[config.mk]
export PLATFORM = sky130hd
export DESIGN_NAME = dcache_flush_seq
export DESIGN_NICKNAME = d
export VERILOG_FILES = /design/src/rtl/ariane_pkg.sv /design/src/rtl/cva6_config_pkg.sv /design/src/rtl/flush_wdog.sv /design/src/rtl/dcache_flush_seq.sv
export SDC_FILE = /design/constraint.sdc
export NUM_CORES = 1
export LEC_CHECK = 0
export ABC_CLOCK_PERIOD_IN_PS = 5000
export BUFFER_PORTS_ARGS = -buffer_cell sky130_fd_sc_hd__buf_2
export CORE_MARGIN = 5
export CORE_UTILIZATION = 35
export CTS_BUF_LIST = sky130_fd_sc_hd__clkbuf_8
export DETAILED_ROUTE_END_ITERATION = 8
export MAX_ROUTING_LAYER = met4
export PLACE_DENSITY_LB_ADDON = 0.12
export SETUP_SLACK_MARGIN = 0.2
export SYNTH_ARGS = -nofsm -noshare
export SYNTH_HDL_FRONTEND = slang
export SYNTH_SLANG_ARGS = --single-unit
[constraint.sdc]
create_clock -name clk_i -period 5 [get_ports clk_i]
set_input_delay 1 -clock clk_i [delete_from_list [all_inputs] [get_ports clk_i]]
set_output_delay 1 -clock clk_i [all_outputs]
set_load 0.005 [all_outputs]
[src/rtl/ariane_pkg.sv]
// ariane_pkg: shared CMO opcode and flush-sequencer state types
package ariane_pkg;

    typedef enum logic [1:0] {
        FLUSH_NONE      = 2'd0,
        FLUSH_ALL       = 2'd1,
        FLUSH_INVAL_ALL = 2'd2
    } flush_op_t;

    typedef enum logic [2:0] {
        IDLE,
        DRAIN,
        REQ,
        WAIT_RSP,
        ACK
    } flush_state_t;

endpackage

[src/rtl/cva6_config_pkg.sv]
// cva6_config_pkg: user configuration record consumed by the data-cache flush sequencer
package cva6_config_pkg;

    typedef struct packed {
        bit DcacheFlushOnFence;
        bit DcacheInvalidateOnFlush;
    } cva6_cfg_t;

    localparam cva6_cfg_t cva6_cfg = '{DcacheFlushOnFence: 1'b1, DcacheInvalidateOnFlush: 1'b0};

endpackage

[src/rtl/flush_wdog.sv]
// flush_wdog: saturating wait counter with a sticky overdue flag
// Ports: clk_i/rst_ni clock and async active-low reset; en_i counts one cycle;
// clr_i restarts the count; limit_i overdue threshold; flag_o sticky overdue flag.
module flush_wdog (
    input  logic        clk_i,
    input  logic        rst_ni,
    input  logic        en_i,
    input  logic        clr_i,
    input  logic [31:0] limit_i,
    output logic        flag_o
);

    logic [31:0] cnt_q;
    logic [31:0] cnt_inc;

    assign cnt_inc = &cnt_q ? cnt_q : cnt_q + 32'd1;

    always_ff @(posedge clk_i or negedge rst_ni) begin
        if (!rst_ni) begin
            cnt_q  <= '0;
            flag_o <= 1'b0;
        end else begin
            if (clr_i) cnt_q <= '0;
            else if (en_i) cnt_q <= cnt_inc;
            // flag rises on the edge where the count reaches the limit
            if (en_i && cnt_inc >= limit_i) flag_o <= 1'b1;
        end
    end

endmodule

[src/rtl/dcache_flush_seq.sv]
// dcache_flush_seq: fence/flush sequencer issuing a whole-cache CMO to the HPDcache
// Ports: clk_i/rst_ni clock and async active-low reset; flush_i/flush_ack_o request
// and one-cycle completion; st_empty_i store path drained; cmo_req_valid_o/
// cmo_req_ready_i/cmo_req_op_o CMO request; cmo_rsp_valid_i CMO completion;
// busy_o not idle; timeout_o sticky overdue; proto_err_o sticky unexpected response.
module dcache_flush_seq
    import ariane_pkg::*;
#(
    parameter cva6_config_pkg::cva6_cfg_t CVA6Cfg       = cva6_config_pkg::cva6_cfg,
    parameter int unsigned                TimeoutCycles = 4096
) (
    input  logic      clk_i,
    input  logic      rst_ni,
    input  logic      flush_i,
    output logic      flush_ack_o,
    input  logic      st_empty_i,
    output logic      cmo_req_valid_o,
    input  logic      cmo_req_ready_i,
    output flush_op_t cmo_req_op_o,
    input  logic      cmo_rsp_valid_i,
    output logic      busy_o,
    output logic      timeout_o,
    output logic      proto_err_o
);

    flush_state_t state_q;
    flush_state_t state_d;
    flush_op_t    req_op;
    logic         wait_clr;

    assign req_op   = CVA6Cfg.DcacheInvalidateOnFlush ? FLUSH_INVAL_ALL : FLUSH_ALL;
    assign wait_clr = (state_q != WAIT_RSP) && (state_d == WAIT_RSP);

    // cmo_req_valid_o is 1 throughout REQ, so ready alone completes the handshake
    always_comb begin
        state_d = state_q;
        case (state_q)
            IDLE:     if (flush_i) state_d = CVA6Cfg.DcacheFlushOnFence ? DRAIN : ACK;
            DRAIN:    if (st_empty_i) state_d = REQ;
            REQ:      if (cmo_req_ready_i) state_d = WAIT_RSP;
            WAIT_RSP: if (cmo_rsp_valid_i) state_d = ACK;
            ACK:      state_d = IDLE;
            default:  state_d = IDLE;
        endcase
    end

    // outputs are registered from the next state so they align with state_q
    always_ff @(posedge clk_i or negedge rst_ni) begin
        if (!rst_ni) begin
            state_q         <= IDLE;
            cmo_req_valid_o <= 1'b0;
            cmo_req_op_o    <= FLUSH_NONE;
            flush_ack_o     <= 1'b0;
            busy_o          <= 1'b0;
            proto_err_o     <= 1'b0;
        end else begin
            state_q         <= state_d;
            cmo_req_valid_o <= state_d == REQ;
            cmo_req_op_o    <= state_d == REQ ? req_op : FLUSH_NONE;
            flush_ack_o     <= state_d == ACK;
            busy_o          <= state_d != IDLE;
            proto_err_o     <= proto_err_o | (cmo_rsp_valid_i && state_q != WAIT_RSP);
        end
    end

    flush_wdog u_wdog (
        .clk_i   (clk_i),
        .rst_ni  (rst_ni),
        .en_i    (state_q == WAIT_RSP),
        .clr_i   (wait_clr),
        .limit_i (32'(TimeoutCycles)),
        .flag_o  (timeout_o)
    );

endmodule

==> run metrics <==
dominant combinational cell family by area after synthesis simple AND/OR/NAND/NOR gates; clock sink total 40; number of max-cap violations 0; final worst path period share 0.571; sort of element at the start of the critical path flop; DRC violations left 0; placer congestion estimate 0.890; row count 31; worst hold stages 1; worst clock skew 5.82 ps; n_diodes 0; met1 track demand over resource in global routing 0.233; headroom to the max-slew limit 0.359; total of buffers placed on input and output ports 11; combinational share of power 0.313; clock input transition at the sequential cells of the worst setup and hold paths 80 ps; clock network power share 0.242; actual slew at the worst max-slew pin 958 ps; Hold Path End proto_err_o; synthesis-to-finish area growth 5.73%; global-route met2 utilization 0.221; dpl hpwl 4600 um; PwrDens 353 nW/um^2; Compound-Gate Fraction of Synth Area 0.201; Mapped Cells 309; via density per instance 5.72; simple-gate area share of the yosys netlist 0.312; number of register bits inferred by synthesis 40; hold path startpoint proto_err_o; Die Outline Area 9320 um^2; launch point of the worst reg-to-reg path u_wdog.cnt_q[0]; share of synthesized cell area in full adder, half adder and majority cells 0.00477; critical register-to-register path endpoint u_wdog.flag_o; total congestion overflow after global routing 0; WP data arrival 3030 ps; netlist area before placement 2620 um^2; global-route track usage on met3 0.0225; initial standard-cell utilization of the core 0.360; Max Buffers Root-to-Sink 2; unrepaired setup endpoints after global routing false; result of the run finished clean; number of setup buffers added after CTS 0; Primary FF master, synth dfrtp_1; biggest fanout along the worst timing path 8; Setup TNS 0 ps; total number of vias 2322; Int Pwr 586 uW; number of synthesis warnings 0; kind of capture point of the worst setup path flop; sequential share of the synthesized area 0.382; hold_buf cts 0; busiest layer in global routing met1; clock tree from TritonCTS yes; unique cell type count in the Yosys netlist 57; clock root buffer clkbuf_8; maximum resistive drop on vdd 0.000258 V; proportion of register bits with asynchronous set or reset after synthesis 1.00; routed wire length 6710 um; share of post-route cells with drive strength above 1 0.124; total net switching power 394 uW; Leakage 0.00105 uW; Clock H-tree levels 2; final routed wire length divided by cell count 16.5 um; share of total power consumed by net switching 0.402; number of iterations in the first detailed-routing pass 5; Required @ worst endpoint 5170 ps; number of synthesized flops with an enable pin 0; type of the most critical hold path flop to flop; post-layout minimum cycle time 2850 ps; pin count of the biggest net entering global routing 41; Final Setup Violations 0; number of CTS-inserted buffers 5; Die Span Y 96.6 um; f_max 351 MHz; detailed router's first-iteration violation count 126; post-route ant nets 0; Final #Nets 313; global-route wire length before repair 11200 um; net count after synthesis 316; Horiz. Die Dim 96.6 um; Ports 13; sequential cell fraction of total power 0.445; Hold Violations, Final 0; kind of critical path flop to flop; vias in the first global route 2154; utilization after layout 0.380; number of cells on the worst reg-to-reg path 8; clock latency on the worst-skew pair 300 ps; slack of the worst reg-to-reg path 2150 ps; core area 7290 um^2; aggregate global-route resource usage 0.158; post_cts resized 0; antenna violations before repair 0; multiplexer area fraction after synthesis 0.0124; XOR/XNOR Fraction of Synth Area 0.0267; Max Slew Vio Count 0; Post-Syn Area per Cell 8.49 um^2
-- stage by stage --
| stage | area [um^2] | std cells | hold WS, ps | power (uW) | setup slack (ps) |
|---|---|---|---|---|---|
| 2_1_floorplan | 2620 | 309 | 451 | 649 | 2640 |
| 3_3_place_gp | 2680 | 398 | 442 | 750 | 2180 |
| 3_5_place_dp | 2680 | 398 | 448 | 748 | 2200 |
| 4_1_cts | 2770 | 406 | 468 | 987 | 2170 |
| 5_1_grt | 2770 | 406 | 502 | 1040 | 1950 |
| 6_report | 2770 | 406 | 458 | 980 | 2150 |
-- metal layers --
metal	up-vias	routed length [um]	share of wire
met3	6	299	0.045
met2	63	2930	0.44
met4	0	69	0.010
li1	1147	-	-
met1	1106	3410	0.51
met5	-	0	0
-- critical path: stages (launching register included) --
cell	delay, ps
dfrtp_1	390
ha_1	230
nand4_1	200
nor4_2	720
nand3_1	190
o21ai_0	130
or4b_1	450
nor4_1	290
a31oi_1	120
-- state kept, by name (all words and copies together) (netlist names) --
signal,cells
state_q,3
u_wdog.flag_o,1
busy_o,1
proto_err_o,1
flush_ack_o,1
u_wdog.cnt_q,32
cmo_req_op_o,1
-- synthesized netlist by cell type (3+ instances only) --
library cell	instances	area, um^2
dfrtp_1	40	1000
nand2_1	40	150
o21ai_0	38	190
nand3_1	19	95.1
nor2_1	18	67.6
nand4_1	17	106
a21oi_1	13	65.1
clkbuf_1	10	37.5
a31oi_1	9	56.3
buf_4	8	60.1
and3_1	6	37.5
o31ai_1	6	45.0
nor3_1	5	25.0
nor4_1	5	31.3
xnor2_1	5	43.8
a211oi_1	4	30.0
and4_1	4	35.0
inv_1	4	15.0
or3_1	4	25.0
and2_1	3	18.8
buf_6	3	33.8
or4_1	3	22.5
xor2_1	3	26.3
-- power groups by stage --
stage	Clock (uW)	Combinational, uW	Sequential [uW]
2_1_floorplan	0	233	416
3_3_place_gp	0	310	441
3_5_place_dp	0	305	443
4_1_cts	245	307	436
5_1_grt	258	342	445
6_report	237	306	436
-- cell usage in the layout, fill, tap and decap left out, types with 3 or more instances in the layout --
master	n
xor2_1	3
nand4_1	17
clkbuf_8	6
or4_1	3
and4_1	4
dfrtp_1	40
and2_1	3
nor4_1	5
o21ai_0	38
nor3_1	5
nand2_1	40
inv_1	4
or3_1	4
nor2_1	18
a31oi_1	9
and3_1	6
a21oi_1	13
a211oi_1	4
nand3_1	19
buf_2	11
o31ai_1	6
xnor2_1	5
-- cell families (layout without fill, tap and decap cells) --
kind of cell | Yosys count | after routing
XOR/XNOR | 8 | 8
flip-flops | 40 | 40
AND/OR/NAND/NOR | 143 | 143
multiplexers | 3 | 3
buffers and inverters | 27 | 25
other | 1 | 1
adder cells (fa/ha/maj) | 1 | 1
AO/OA/AOI/OAI | 86 | 86
-- how the worst max path moves through the flow --
stage / start / endpoint / slack, ps / cells past startpoint
after floorplan: u_wdog.cnt_q[0] / u_wdog.flag_o / 2640 / 8
after global routing: u_wdog.cnt_q[0] / u_wdog.flag_o / 1950 / 8
after detailed placement: u_wdog.cnt_q[0] / u_wdog.flag_o / 2200 / 8
final: u_wdog.cnt_q[0] / u_wdog.flag_o / 2150 / 8
after CTS: u_wdog.cnt_q[0] / u_wdog.flag_o / 2170 / 8
after global placement: u_wdog.cnt_q[0] / u_wdog.flag_o / 2180 / 8
-- area by class of cell --
type,instances,area [um^2]
multi-input combinational,242,1470
clock inverter,2,15.0
tap,99,124
inverter,4,15.0
sequential,40,1000
fill,816,4520
clock buffer,6,82.6
timing repair buffer,13,70.1
No activity file was read; power rests on OpenSTA's default activity.
